===== src/rtl/uart_msg_sender_if.sv =====
// Handshake and transmitter-side signal bundle for uart_msg_sender.
interface uart_msg_sender_if #(
    parameter int unsigned NUM_BYTES = 2
);
    localparam int unsigned MSG_W = 8 * NUM_BYTES;

    logic [MSG_W-1:0] msg_data;
    logic             msg_valid;
    logic             msg_ready;
    logic             msg_done;
    logic             msg_error;
    logic [7:0]       Tx_DATA;
    logic             TX_WR;
    logic             TX_EN;
    logic             Tx_BUSY;

    // Sender's view: takes messages and transmitter status, drives strobes.
    modport master (
        input  msg_data, msg_valid, Tx_BUSY,
        output msg_ready, msg_done, msg_error, Tx_DATA, TX_WR, TX_EN
    );

    // Environment's view: host plus transmitter.
    modport slave (
        output msg_data, msg_valid, Tx_BUSY,
        input  msg_ready, msg_done, msg_error, Tx_DATA, TX_WR, TX_EN
    );
endinterface


===== src/rtl/uart_msg_sender.sv =====
// Splits a multi-byte message into MSB-first bytes and strobes each into a UART transmitter.
module uart_msg_sender #(
    parameter int unsigned NUM_BYTES    = 2,
    parameter int unsigned GAP_CYCLES   = 16,
    parameter int unsigned BUSY_TIMEOUT = 64
) (
    input  logic               clk,
    input  logic               reset,
    uart_msg_sender_if.master  bus
);
    localparam int unsigned MSG_W    = 8 * NUM_BYTES;
    localparam int unsigned CNT_MAX  = (GAP_CYCLES > BUSY_TIMEOUT) ? GAP_CYCLES : BUSY_TIMEOUT;
    localparam int unsigned CNT_W    = $clog2(CNT_MAX + 1);
    localparam int unsigned IDX_W    = (NUM_BYTES > 1) ? $clog2(NUM_BYTES) : 1;

    typedef enum logic [2:0] {
        IDLE      = 3'd0,
        SEND      = 3'd1,
        WAIT_ACK  = 3'd2,
        WAIT_DONE = 3'd3,
        GAP       = 3'd4
    } state_e;

    state_e           state_q, state_d;
    logic [MSG_W-1:0] shift_q, shift_d;
    logic [IDX_W-1:0] idx_q, idx_d;
    logic [CNT_W-1:0] cnt_q, cnt_d;
    logic [7:0]       tx_data_q, tx_data_d;
    logic             tx_wr_q, tx_wr_d;
    logic             tx_en_q, tx_en_d;
    logic             ready_q, ready_d;
    logic             done_q, done_d;
    logic             error_q, error_d;

    logic             accept;
    logic             byte_done;
    logic [MSG_W-1:0] shifted;
    logic [CNT_W-1:0] cnt_inc;

    // State and output registers; reset aborts any message without a done/error pulse.
    always_ff @(posedge clk or negedge reset) begin
        if (!reset) begin
            state_q   <= IDLE;
            shift_q   <= '0;
            idx_q     <= '0;
            cnt_q     <= '0;
            tx_data_q <= 8'h00;
            tx_wr_q   <= 1'b0;
            tx_en_q   <= 1'b0;
            ready_q   <= 1'b0;
            done_q    <= 1'b0;
            error_q   <= 1'b0;
        end else begin
            state_q   <= state_d;
            shift_q   <= shift_d;
            idx_q     <= idx_d;
            cnt_q     <= cnt_d;
            tx_data_q <= tx_data_d;
            tx_wr_q   <= tx_wr_d;
            tx_en_q   <= tx_en_d;
            ready_q   <= ready_d;
            done_q    <= done_d;
            error_q   <= error_d;
        end
    end

    // Next-state and output logic; a byte is written in the same edge the transmitter is seen idle.
    always_comb begin
        state_d   = state_q;
        shift_d   = shift_q;
        idx_d     = idx_q;
        cnt_d     = cnt_q;
        tx_data_d = tx_data_q;
        tx_wr_d   = 1'b0;
        tx_en_d   = 1'b1;
        done_d    = 1'b0;
        error_d   = 1'b0;
        byte_done = 1'b0;
        shifted   = shift_q << 8;
        cnt_inc   = cnt_q + CNT_W'(1);
        accept    = (state_q == IDLE) && bus.msg_valid && ready_q;
        // Ready drops on the accepting edge and rises one cycle after returning to IDLE.
        ready_d   = (state_q == IDLE) && tx_en_q && !accept;

        case (state_q)
            IDLE: begin
                if (accept) begin
                    shift_d = bus.msg_data;
                    idx_d   = '0;
                    if (!bus.Tx_BUSY) begin
                        tx_data_d = bus.msg_data[MSG_W-1 -: 8];
                        tx_wr_d   = 1'b1;
                        cnt_d     = '0;
                        state_d   = WAIT_ACK;
                    end else begin
                        state_d = SEND;
                    end
                end
            end
            SEND: begin
                if (!bus.Tx_BUSY) begin
                    tx_data_d = shift_q[MSG_W-1 -: 8];
                    tx_wr_d   = 1'b1;
                    cnt_d     = '0;
                    state_d   = WAIT_ACK;
                end
            end
            WAIT_ACK: begin
                if (bus.Tx_BUSY) begin
                    state_d = WAIT_DONE;
                end else begin
                    cnt_d = cnt_inc;
                    if (cnt_inc == CNT_W'(BUSY_TIMEOUT)) begin
                        error_d   = 1'b1;
                        tx_data_d = 8'h00;
                        state_d   = IDLE;
                    end
                end
            end
            WAIT_DONE: begin
                if (!bus.Tx_BUSY) begin
                    if (GAP_CYCLES == 0) begin
                        byte_done = 1'b1;
                    end else begin
                        cnt_d   = '0;
                        state_d = GAP;
                    end
                end
            end
            GAP: begin
                cnt_d = cnt_inc;
                if (cnt_inc == CNT_W'(GAP_CYCLES)) begin
                    byte_done = 1'b1;
                end
            end
            default: state_d = IDLE;
        endcase

        // Advance to the next byte or finish the message.
        if (byte_done) begin
            if (idx_q < IDX_W'(NUM_BYTES - 1)) begin
                idx_d   = idx_q + IDX_W'(1);
                shift_d = shifted;
                if (!bus.Tx_BUSY) begin
                    tx_data_d = shifted[MSG_W-1 -: 8];
                    tx_wr_d   = 1'b1;
                    cnt_d     = '0;
                    state_d   = WAIT_ACK;
                end else begin
                    state_d = SEND;
                end
            end else begin
                done_d  = 1'b1;
                state_d = IDLE;
            end
        end
    end

    assign bus.Tx_DATA   = tx_data_q;
    assign bus.TX_WR     = tx_wr_q;
    assign bus.TX_EN     = tx_en_q;
    assign bus.msg_ready = ready_q;
    assign bus.msg_done  = done_q;
    assign bus.msg_error = error_q;
endmodule


===== src/flat_wrapper.sv =====
// flat-port wrapper written by rule: the top's interface ports become plain ports
module uart_msg_sender_flat 
#(
    parameter int unsigned NUM_BYTES    = 2,
    parameter int unsigned GAP_CYCLES   = 16,
    parameter int unsigned BUSY_TIMEOUT = 64
)
  (clk, reset, bus_msg_data, bus_msg_valid, bus_Tx_BUSY, bus_msg_ready, bus_msg_done, bus_msg_error, bus_Tx_DATA, bus_TX_WR, bus_TX_EN);
  uart_msg_sender_if #(.NUM_BYTES(NUM_BYTES)) bus_i ();
  input  logic clk;
  input  logic reset;
  input wire logic [$bits(bus_i.msg_data)-1:0] bus_msg_data;
  input wire logic [$bits(bus_i.msg_valid)-1:0] bus_msg_valid;
  input wire logic [$bits(bus_i.Tx_BUSY)-1:0] bus_Tx_BUSY;
  output wire logic [$bits(bus_i.msg_ready)-1:0] bus_msg_ready;
  output wire logic [$bits(bus_i.msg_done)-1:0] bus_msg_done;
  output wire logic [$bits(bus_i.msg_error)-1:0] bus_msg_error;
  output wire logic [$bits(bus_i.Tx_DATA)-1:0] bus_Tx_DATA;
  output wire logic [$bits(bus_i.TX_WR)-1:0] bus_TX_WR;
  output wire logic [$bits(bus_i.TX_EN)-1:0] bus_TX_EN;
  assign bus_i.msg_data = bus_msg_data;
  assign bus_i.msg_valid = bus_msg_valid;
  assign bus_i.Tx_BUSY = bus_Tx_BUSY;
  assign bus_msg_ready = bus_i.msg_ready;
  assign bus_msg_done = bus_i.msg_done;
  assign bus_msg_error = bus_i.msg_error;
  assign bus_Tx_DATA = bus_i.Tx_DATA;
  assign bus_TX_WR = bus_i.TX_WR;
  assign bus_TX_EN = bus_i.TX_EN;
  uart_msg_sender #(.NUM_BYTES(NUM_BYTES), .GAP_CYCLES(GAP_CYCLES), .BUSY_TIMEOUT(BUSY_TIMEOUT)) u_core (.clk(clk), .reset(reset), .bus(bus_i));
endmodule

===== config.mk =====
export PLATFORM = sky130hd
export DESIGN_NAME = uart_msg_sender_flat
export DESIGN_NICKNAME = d
export VERILOG_FILES = /design/src/rtl/uart_msg_sender_if.sv /design/src/rtl/uart_msg_sender.sv /design/src/flat_wrapper.sv
export SDC_FILE = /design/constraint.sdc
export NUM_CORES = 1
export LEC_CHECK = 0
export CORE_MARGIN = 4
export CORE_UTILIZATION = 30
export DETAILED_ROUTE_END_ITERATION = 16
export SYNTH_ARGS = -nofsm -noshare
export SYNTH_HDL_FRONTEND = slang
export SYNTH_SLANG_ARGS = --single-unit

===== constraint.sdc =====
create_clock -name clk -period 2.5 [get_ports clk]
set_input_delay 0.625 -clock clk [delete_from_list [all_inputs] [get_ports clk]]
set_output_delay 0.625 -clock clk [all_outputs]
set_load 0.05 [all_outputs]

==> summary.txt <==
Outcome
  – Status: complete, no violations

Die
  – Starting Density: 0.311
  – Area of the core: 8260 um^2
  – Die area: 10100 um^2
  – Row cnt: 33
  – I/O pin count: 33
  – Die H: 101 um
  – Die W: 101 um

Power
  – VDD IR max: 0.462 mV
  – Leak: 1.29 nW
  – Final Total Pwr: 3.58 mW
  – Pwr Density: 1140 nW/um^2

Route
  – DRT Wirelength: 6.90 mm
  – DRC Markers: 0
  – WL/cell: 16.3 um
  – Post-DRT Antenna Nets: 0
  – Vias/cell: 5.32
  – Vias: 2256
  – DRT iter0 DRCs: 137
  – First-pass iteration count of the detailed router: 4

Synthesis
  – Post-Syn Area: 2570 um^2
  – Netlist cell types: 58
  – Post-Syn Nets: 306
  – Most common cell in the synthesized netlist: dfrtp_1
  – Predominant post-synthesis flop cell: dfrtp_1
  – Top-area cell type share of the netlist area: 0.390
  – Sequential share of the synthesized area: 0.390
  – Gate Count Post-Synth: 284
  – Syn Area/Cell: 9.04 um^2
  – Yosys warns: 0
  – Synth top area cells: dfrtp_1 (39%), a21oi_1 (6.6%), mux2i_1 (5.8%)
  – #FFs+latches synth: 40
  – Yosys top cell by area: dfrtp_1
  – Synth async-reset ratio: 1.00
  – Post-synth EDFFs: 0
  – Post-synth top cells: dfrtp_1 (40), a21oi_1 (34), nor2_1 (29)

Layout
  – Reg area: 1000 um^2
  – Final Util: 0.381
  – Multi-input combinational cell area: 1400 um^2
  – Layout cells sized above 1: 0.138
  – Fill count: 868
  – Syn-to-layout area delta: 22.5%
  – Final Cell Area: 3150 um^2
  – Final layout net count: 340
  – Diode count: 0

Timing
  – Final setup fails: 0
  – RSZ-0062 raised after global routing: no
  – Final Hold Fails: 0
  – Slew Limit Fails: 0
  – Final Critical Period: 2.17 ns
  – Clk_skew: 0.00583 ns
  – Setup TNS Final: 0 ns
  – Max_slew headroom: 0.591
  – Max Freq: 0.461 GHz
  – Fin crit share: 0.868
  – Final hold slack: 0.271 ns
  – Slew @ Worst Pin: 0.613 ns

Critical path
  – Crit path kind: reg2out
  – WP data required: 1.88 ns
  – CP top delay family: buffers and inverters
  – Crit-path max FO: 4
  – CP startpoint kind: flip-flop
  – CP endpoint kind: output port
  – Peak per-stage delay on the critical path: 0.83 ns
  – CP max-delay cell: clkdlybuf4s50_1
  – Arrival @ worst endpoint: 1.54 ns
  – WP buf/inv: 1
  – Crit-path cells: clkdlybuf4s50_1

Global route
  – Grt total ovfl: 0
  – Vias in the first global route: 2238
  – Initial antenna violation count: 0
  – First-pass GRT wire length: 11.4 mm
  – Tot GR Track Use: 0.142
  – Largest net degree at the start of global routing: 25

Place
  – Routability cong.: 0.793
  – Post-DP HPWL: 4.90 mm
  – IO buf count: 32
  – Post-placement cell area: 3010 um^2

Clocking
  – Longest Clk Path Bufs: 2
  – H-tree depth: 2
  – Clock transition at path regs: 0.09 ns
  – Clk Latency, worst-skew pair: 0.30 ns
  – Num CTS Buffers: 5
  – Sink Count: 40
  – CTS tree: built
  – CTS root buf: clkbuf_8

Min path
  – Worst min path class: in2async

Job
  – Maxcap violations: 0
## repair_timing
action	4_1_cts	5_1_grt
hold endpoints to repair	0	0
resized for setup	0	1
endpoints found under the setup margin	0	3
hold buffers	0	0
setup buffers	0	0
## cell families after synthesis
logic type                 Yosys count  share of synthesized area
AOI/OAI and AO/OA                   85                      0.208
xor gates and xnor gates             6                     0.0205
adders and majority gates            2                    0.00974
buffers and inverters               33                     0.0682
DFF                                 40                      0.390
muxes                               19                     0.0818
other                                1                    0.00146
and+or+nand+nor                     98                      0.220
## where the power goes
| group | switching [mW] | internal [mW] | leakage [nW] |
|---|---|---|---|
| Sequential | 0.299 | 0.903 | 0.497 |
| Combinational | 1.04 | 0.740 | 0.730 |
| Clock | 0.251 | 0.353 | 0.0645 |
| Total | 1.59 | 2.00 | 1.29 |
## final cells by class
class	instances	share of cell area
clock buffer	7	0.0306
timing repair buffer	50	0.143
multi-input combinational	211	0.445
sequential	40	0.318
inverter	10	0.0119
clock inverter	1	0.00954
tap	105	0.0417
## final timing paths
check,from,end,slack (ns),cells past startpoint
worst max register to register,u_core.cnt_q[1],u_core.bus.Tx_DATA[1],0.33,7
worst min-delay path,reset,u_core.bus.msg_error,0.27,1
min in group clk,u_core.shift_q[0],u_core.shift_q[8],0.51,2
max in group asynchronous,reset,u_core.shift_q[7],1.67,2
worst min register to register,u_core.shift_q[0],u_core.shift_q[8],0.51,2
worst max-delay path,u_core.bus.Tx_DATA[3],bus_Tx_DATA[3],0.33,1
## placed cells by master, fill, tap and decap left out, drive strengths merged, types with 2 or more instances in the layout
cell and count:
a211oi 8, a21oi 34, a221oi 2, a22oi 3
a32oi 2, and2 4, and3 3, buf 19
clkbuf 7, clkdlybuf4s50 31, dfrtp 40, ha 2
inv 10, mux2 3, mux2i 16, nand2 11
nand2b 5, nand3 14, nor2 30, nor2b 4
nor3 7, nor4b 7, o21ai 16, o22ai 9
or2 2, or3 3, or4 2, xnor2 4
xor2 2
## per-stage QoR
| step | setup WS (ns) | std cells |
|---|---|---|
| after floorplan | 0.528 | 284 |
| after global placement | 0.226 | 416 |
| after detailed placement | 0.130 | 416 |
| after CTS | 0.218 | 424 |
| after global routing | 0.130 | 424 |
| final | 0.331 | 424 |
## registers in the layout (all words and copies together) (netlist names)
name / cells
u_core.bus.TX_EN: 1
u_core.idx_q: 1
u_core.shift_q: 16
u_core.bus.Tx_DATA: 8
u_core.bus.msg_ready: 1
u_core.bus.msg_error: 1
u_core.cnt_q: 7
u_core.bus.msg_done: 1
u_core.state_q: 3
u_core.bus.TX_WR: 1
## per-layer routing
metal,part of all wire,up-vias,track usage
li1,-,1099,-
met1,0.47,1097,0.190
met2,0.47,56,0.236
met3,0.048,4,0.0277
met4,0.0061,0,0.0352
met5,0,-,0
No activity file was read; power rests on OpenSTA's default activity.
